### src/rtl/snow64_instr_encoder_if.sv
// snow64_instr_encoder_if
//   Request/response bundle for the Snow64 instruction encoder.
//   Request side : in_valid/in_ready handshake plus the decoded fields
//                  (group, op_type, ra, rb, rc, oper, imm).
//   Response side: out_valid/out_ready handshake plus the 32-bit word.
//   slave  modport: the encoder.
//   master modport: the producer of requests and consumer of words.
interface snow64_instr_encoder_if #(
  parameter int WIDTH_IMM = 64
);
  logic                 in_valid;
  logic                 in_ready;
  logic [2:0]           in_group;
  logic                 in_op_type;
  logic [3:0]           in_ra;
  logic [3:0]           in_rb;
  logic [3:0]           in_rc;
  logic [3:0]           in_oper;
  logic [WIDTH_IMM-1:0] in_imm;
  logic                 out_valid;
  logic                 out_ready;
  logic [31:0]          out_instr;

  modport slave (
    input  in_valid, in_group, in_op_type, in_ra, in_rb, in_rc, in_oper,
           in_imm, out_ready,
    output in_ready, out_valid, out_instr
  );

  modport master (
    output in_valid, in_group, in_op_type, in_ra, in_rb, in_rc, in_oper,
           in_imm, out_ready,
    input  in_ready, out_valid, out_instr
  );
endinterface

### src/rtl/snow64_instr_encoder.sv
// snow64_instr_encoder
//   Packs decoded instruction fields into 32-bit Snow64 instruction words
//   (inverse of the decoder layout), checks group/oper/immediate legality,
//   and queues legal words in a DEPTH-entry FIFO. Illegal requests are still
//   handshaken, but are dropped and flagged on err_valid/err_code.
// Ports
//   clk, rst    clock; synchronous active-high reset
//   bus         snow64_instr_encoder_if.slave (request + response channels)
//   err_valid   1-cycle pulse after a rejected request
//   err_code    1=bad group 2=imm range 3=bad oper; held until next reject
//   count       FIFO occupancy
//   err_count   (only with SNOW64_INSTR_ENCODER_ERR_COUNT_EN) saturating
//               reject counter
// Configuration
//   SNOW64_INSTR_ENCODER_ERR_COUNT_EN  adds err_count[15:0]
module snow64_instr_encoder #(
  parameter int DEPTH     = 4,
  parameter int WIDTH_IMM = 64
) (
  input  logic                       clk,
  input  logic                       rst,
  snow64_instr_encoder_if.slave      bus,
  output logic                       err_valid,
  output logic [1:0]                 err_code,
`ifdef SNOW64_INSTR_ENCODER_ERR_COUNT_EN
  output logic [15:0]                err_count,
`endif
  output logic [$clog2(DEPTH):0]     count
);

  localparam int PW = $clog2(DEPTH);
  localparam int CW = PW + 1;
  localparam logic [CW-1:0] DEPTH_C = CW'(DEPTH);

  localparam logic [1:0] E_GROUP = 2'd1;
  localparam logic [1:0] E_IMM   = 2'd2;
  localparam logic [1:0] E_OPER  = 2'd3;

  typedef struct packed {
    logic [2:0]           group;
    logic                 op_type;
    logic [3:0]           ra;
    logic [3:0]           rb;
    logic [3:0]           rc;
    logic [3:0]           oper;
    logic [WIDTH_IMM-1:0] imm;
  } enc_req_t;

  typedef enum logic {S_EMPTY, S_NONEMPTY} state_t;

  enc_req_t          req;
  state_t            state, state_nxt;
  logic [DEPTH-1:0][31:0] mem;
  logic [PW-1:0]     wr_ptr, rd_ptr;
  logic [CW-1:0]     count_nxt;
  logic [31:0]       word;
  logic              bad_group, bad_oper, bad_imm, legal;
  logic              accept, push, pop;
  logic [1:0]        code;

  assign req = '{group:   bus.in_group,
                 op_type: bus.in_op_type,
                 ra:      bus.in_ra,
                 rb:      bus.in_rb,
                 rc:      bus.in_rc,
                 oper:    bus.in_oper,
                 imm:     bus.in_imm};

  // True when v is the sign-extension of its low w bits: everything from
  // bit w-1 upward must be all zeros or all ones.
  function automatic logic sext_ok(input logic [WIDTH_IMM-1:0] v,
                                   input int unsigned w);
    logic [WIDTH_IMM-1:0] m;
    m = {WIDTH_IMM{1'b1}} << (w - 1);
    return ((v & m) == m) || ((v & m) == '0);
  endfunction

  // ---------------- encode + legality ----------------
  always_comb begin
    word      = '0;
    bad_oper  = 1'b0;
    bad_imm   = 1'b0;
    bad_group = (req.group > 3'd4);
    word[31:29] = req.group;
    word[28]    = req.op_type;
    word[27:24] = req.ra;
    case (req.group)
      3'd0, 3'd2, 3'd3: begin
        word[23:20] = req.rb;
        word[19:16] = req.rc;
        word[15:12] = req.oper;
        word[11:0]  = req.imm[11:0];
        bad_imm     = !sext_ok(req.imm, 12);
        if (req.group == 3'd0) bad_oper = (req.oper >= 4'hD);
        else                   bad_oper = req.oper[3] && (req.oper != 4'h8);
      end
      3'd1: begin
        word[23:20] = req.oper;
        word[19:0]  = req.imm[19:0];
        bad_imm     = !sext_ok(req.imm, 20);
        bad_oper    = req.oper[3] && req.oper[2];
      end
      3'd4: begin
        word[23:20] = req.rb;
        word[19:16] = req.oper;
        word[15:0]  = req.imm[15:0];
        bad_imm     = !sext_ok(req.imm, 16);
        bad_oper    = req.oper[3] && (req.oper != 4'h8);
      end
      default: ;
    endcase
  end

  // Priority: group, then oper, then immediate range.
  always_comb begin
    code = 2'd0;
    if (bad_group)     code = E_GROUP;
    else if (bad_oper) code = E_OPER;
    else if (bad_imm)  code = E_IMM;
  end

  assign legal = (code == 2'd0);

  // ---------------- handshake ----------------
  assign bus.out_valid = (state == S_NONEMPTY);
  assign pop           = bus.out_valid && bus.out_ready;
  // A full queue can still take a word when the head leaves the same cycle.
  assign bus.in_ready  = (count < DEPTH_C) || pop;
  assign accept        = bus.in_valid && bus.in_ready;
  assign push          = accept && legal;
  assign bus.out_instr = bus.out_valid ? mem[rd_ptr] : 32'h0;

  // ---------------- control FSM ----------------
  always_comb begin
    count_nxt = count;
    if (push && !pop)      count_nxt = count + CW'(1);
    else if (!push && pop) count_nxt = count - CW'(1);
    state_nxt = (count_nxt == '0) ? S_EMPTY : S_NONEMPTY;
  end

  always_ff @(posedge clk) begin
    if (rst) begin
      state  <= S_EMPTY;
      count  <= '0;
      wr_ptr <= '0;
      rd_ptr <= '0;
    end else begin
      state <= state_nxt;
      count <= count_nxt;
      if (push) wr_ptr <= wr_ptr + PW'(1);
      if (pop)  rd_ptr <= rd_ptr + PW'(1);
    end
  end

  // Storage needs no reset: out_instr is masked while empty.
  always_ff @(posedge clk) begin
    if (!rst && push) mem[wr_ptr] <= word;
  end

  // ---------------- error reporting ----------------
  always_ff @(posedge clk) begin
    if (rst) begin
      err_valid <= 1'b0;
      err_code  <= 2'd0;
    end else begin
      err_valid <= accept && !legal;
      if (accept && !legal) err_code <= code;
    end
  end

`ifdef SNOW64_INSTR_ENCODER_ERR_COUNT_EN
  always_ff @(posedge clk) begin
    if (rst)
      err_count <= '0;
    else if (accept && !legal && (err_count != 16'hFFFF))
      err_count <= err_count + 16'd1;
  end
`endif

endmodule

### src/flat_wrapper.sv
// flat-port wrapper written by rule: the top's interface ports become plain ports
module snow64_instr_encoder_flat 
#(
  parameter int DEPTH     = 4,
  parameter int WIDTH_IMM = 64
)
  (clk, rst, err_valid, err_code, count, bus_in_valid, bus_in_group, bus_in_op_type, bus_in_ra, bus_in_rb, bus_in_rc, bus_in_oper, bus_in_imm, bus_out_ready, bus_in_ready, bus_out_valid, bus_out_instr);
  snow64_instr_encoder_if #(.WIDTH_IMM(WIDTH_IMM)) bus_i ();
  input  logic clk;
  input  logic rst;
  output logic err_valid;
  output logic [1:0] err_code;
  output logic [$clog2(DEPTH):0] count;
  input wire logic [$bits(bus_i.in_valid)-1:0] bus_in_valid;
  input wire logic [$bits(bus_i.in_group)-1:0] bus_in_group;
  input wire logic [$bits(bus_i.in_op_type)-1:0] bus_in_op_type;
  input wire logic [$bits(bus_i.in_ra)-1:0] bus_in_ra;
  input wire logic [$bits(bus_i.in_rb)-1:0] bus_in_rb;
  input wire logic [$bits(bus_i.in_rc)-1:0] bus_in_rc;
  input wire logic [$bits(bus_i.in_oper)-1:0] bus_in_oper;
  input wire logic [$bits(bus_i.in_imm)-1:0] bus_in_imm;
  input wire logic [$bits(bus_i.out_ready)-1:0] bus_out_ready;
  output wire logic [$bits(bus_i.in_ready)-1:0] bus_in_ready;
  output wire logic [$bits(bus_i.out_valid)-1:0] bus_out_valid;
  output wire logic [$bits(bus_i.out_instr)-1:0] bus_out_instr;
  assign bus_i.in_valid = bus_in_valid;
  assign bus_i.in_group = bus_in_group;
  assign bus_i.in_op_type = bus_in_op_type;
  assign bus_i.in_ra = bus_in_ra;
  assign bus_i.in_rb = bus_in_rb;
  assign bus_i.in_rc = bus_in_rc;
  assign bus_i.in_oper = bus_in_oper;
  assign bus_i.in_imm = bus_in_imm;
  assign bus_i.out_ready = bus_out_ready;
  assign bus_in_ready = bus_i.in_ready;
  assign bus_out_valid = bus_i.out_valid;
  assign bus_out_instr = bus_i.out_instr;
  snow64_instr_encoder #(.DEPTH(DEPTH), .WIDTH_IMM(WIDTH_IMM)) u_core (.clk(clk), .rst(rst), .bus(bus_i), .err_valid(err_valid), .err_code(err_code), .count(count));
endmodule
### config.mk
export PLATFORM = sky130hd
export DESIGN_NAME = snow64_instr_encoder_flat
export DESIGN_NICKNAME = d
export VERILOG_FILES = /design/src/rtl/snow64_instr_encoder_if.sv /design/src/rtl/snow64_instr_encoder.sv /design/src/flat_wrapper.sv
export SDC_FILE = /design/constraint.sdc
export NUM_CORES = 1
export LEC_CHECK = 0
export ABC_AREA = 0
export CORE_MARGIN = 2
export CORE_UTILIZATION = 45
export CTS_CLUSTER_SIZE = 25
export DETAILED_ROUTE_END_ITERATION = 6
export PLACE_DENSITY = 0.72
export SLEW_MARGIN = 20
export SYNTH_ARGS = -nofsm -noshare
export SYNTH_HDL_FRONTEND = slang
export SYNTH_SLANG_ARGS = --single-unit
### constraint.sdc
create_clock -name clk -period 11.7 [get_ports clk]
set_clock_uncertainty 0.15 [all_clocks]
set_input_delay 2.925 -clock clk [delete_from_list [all_inputs] [get_ports clk]]
set_output_delay 2.925 -clock clk [all_outputs]
set_load 0.02 [all_outputs]
==> impl_metrics.json <==
{
  "status": "complete, no violations",
  "yosysWarnings": 0,
  "core_sq_mm": 0.0133,
  "worstReg2RegStart": "u_core.bus.out_valid",
  "placed_area_sq_mm": 0.00758,
  "globalRouteOverflowTotal": 0,
  "fp-row-count": 42,
  "fin_tns_setup_ns": 0,
  "relSlewSlack_pct": 40.4,
  "portBuffers": 127,
  "first_iter_violations": 348,
  "ys_ff_latch": 139,
  "synth_common_cells": "edfxtp_1, and2_1, mux4_2",
  "layout.cells.non_filler": 710,
  "fin_hold_ws_ns": 0.328,
  "yosysTopAreaCellShare_pct": 62.6,
  "rsz0062_at_grt": "no",
  "arrival_ns": 4.37,
  "required_ns": 8.63,
  "ys_types": 41,
  "routedWlPerCell_um": 18.9,
  "cts_buffers": 17,
  "setup-violations-final": 0,
  "yosysSeqAreaShare_pct": 66.2,
  "synth_area_sq_mm": 0.00614,
  "ant_nets": 0,
  "hold_violations": 0,
  "power.leakage_nw": 2.67,
  "cpLargestDelayFamily": "buffers and inverters",
  "yosys.area.top_type": "edfxtp_1",
  "clk_path_buf_depth": 2,
  "grt_use_total_pct": 19.5,
  "grt_first_pass_wirelength_um": 21600,
  "crit_chain": "clkdlybuf4s50_1, nand2_1, nand2_1, clkdlybuf4s50_1",
  "synth.net_count": 486,
  "finalCritPeriodShare_pct": 63.6,
  "antenna_found_initial": 0,
  "seq_area_sq_mm": 0.00407,
  "switching_power_mw": 0.356,
  "cp-startpoint": "bus_out_ready",
  "p_per_area_mw_per_mm2": 174,
  "r2r_setup_slack_ns": 8.47,
  "syn_avg_cell_area_sq_um": 15.7,
  "drc": 0,
  "min_from": "u_core.err_code[1]",
  "multi_input_area_sq_mm": 0.00197,
  "synth_edf_count": 128,
  "grt_max_degree": 36,
  "antenna_cells": 0,
  "netlist_instances": 392,
  "p_comb_share_pct": 18.7,
  "die_w_um": 121,
  "p_int_mw": 1.08,
  "cts_resized": 0,
  "firstDrtPassIters": 5,
  "finalCriticalPeriod_ns": 7.44,
  "area_delta_synth_final_pct": 34.1,
  "drv_cap": 0,
  "fin_area_sq_mm": 0.00824,
  "synth.most_common_cell": "edfxtp_1",
  "viasPerCell": 5.52,
  "ir_drop_v": 0.0000850,
  "initial_core_util_pct": 46.2,
  "nets": 615,
  "total_power_mw": 1.44,
  "critPathLaunchType": "input pin",
  "switching_share_pct": 24.7,
  "cts_root_buf": "clkbuf_16",
  "endpoint_kind": "output port",
  "slew_violations": 0,
  "dp.cells": 678,
  "path_class": "input pin to output port",
  "dp.final_hpwl_um": 8980,
  "holdCritPathClass": "flop to flop",
  "post-cts-setup-buffers": 0,
  "async_flop_share_pct": 0,
  "power.share.clock_pct": 41.2,
  "pre_cts_ws_ns": 4.23,
  "cp_slowest_cell": "clkdlybuf4s50_1",
  "synth_area_leaders": "edfxtp_1, mux4_2, and2_1, dfxtp_1, nand4_1",
  "holdBufCountCts": 0,
  "path_max_fanout": 6,
  "num_vias": 3916,
  "cts.clk_slew.worst_paths_ns": 0.06,
  "wirelength_um": 13400,
  "cts_sinks": 139,
  "grt_pass1_vias": 4248,
  "fmax_mhz": 134,
  "htree_levels": 4,
  "final_core_util_pct": 62.0,
  "layout_setup_ws_ns": 4.26,
  "fp.dieArea_sq_mm": 0.0146,
  "drive_gt1_share_pct": 14.8,
  "gp_congestion": 0.863,
  "num_io_pins": 128,
  "pwr-share-seq_pct": 40.1,
  "die_y_um": 121,
  "synth_top_flop_cell": "edfxtp_1",
  "worst_pin_slew_ns": 0.894,
  "max_stage_delay_ns": 0.62,
  "cts_tree": "yes",
  "clock_latency_ns": 0.41,
  "path_buf_inv": 2,
  "fillers": 1003
}
-- flip-flops by register name, indices dropped and copies added (netlist names) --
signal,cells
u_core.bus.out_valid,1
u_core.err_code,2
u_core.err_valid,1
u_core.rd_ptr,2
u_core.mem,128
u_core.count,3
u_core.wr_ptr,2
-- path summary, 6_finish.rpt --
path                        endpoint  cells after the start
hold / removal    u_core.err_code[1]                      2
hold reg to reg   u_core.err_code[1]                      2
setup reg to reg      u_core.mem[28]                      7
setup / recovery        bus_in_ready                      4
-- final cells by class --
cell class              instances  area share, %
flip-flops and latches        139           49.4
inverters                       8          0.364
well taps                     176           2.67
repair buffers                130           15.7
multi-input cells             225           23.9
clock buffers                  17           5.16
clock inverters                15           2.81
-- worst min-delay path, stage by stage (launching register included) --
cell,delay (ns)
dfxtp_1,0.32
inv_1,0.05
a211oi_1,0.05
-- kinds of logic after synthesis --
family,Yosys count,synth area share [%]
DFF,139,66.2
adders and majority gates,6,1.22
buffers and inverters,28,1.83
AOI/OAI and AO/OA,45,5.23
xor gates and xnor gates,4,0.570
and+or+nand+nor,137,13.1
muxes,33,11.9
-- layer usage --
metal	track usage, %	vias up	share of wire, %
met5	0	-	0
met4	6.10	0	1.1
met3	5.61	12	7.2
met2	32.5	164	50
met1	24.8	1923	41
li1	-	1817	-
-- placed cells by master, fill, tap and decap left out, types with 4 or more instances in the layout --
cell type	n
a21oi_1	8
a22oi_1	7
and2_1	46
and2_2	4
bufinv_16	5
clkbuf_16	17
clkdlybuf4s50_1	127
dfxtp_1	9
edfxtp_1	128
ha_1	6
inv_1	8
inv_6	6
mux4_2	32
nand2_1	17
nand3_1	5
nand4_1	15
nor2_1	14
nor2b_1	9
nor4_1	12
o21ai_0	8
o31ai_1	6
or4_1	4
-- power groups by stage --
stage               sequential, mW  clock (mW)  combinational [mW]
finish                       0.576       0.592               0.269
floorplan                    0.575           0               0.154
global placement             0.586           0               0.268
detailed placement           0.587           0               0.271
CTS                          0.577       0.596               0.273
global route                 0.580       0.619               0.289
(Power assumes the default switching activity.)
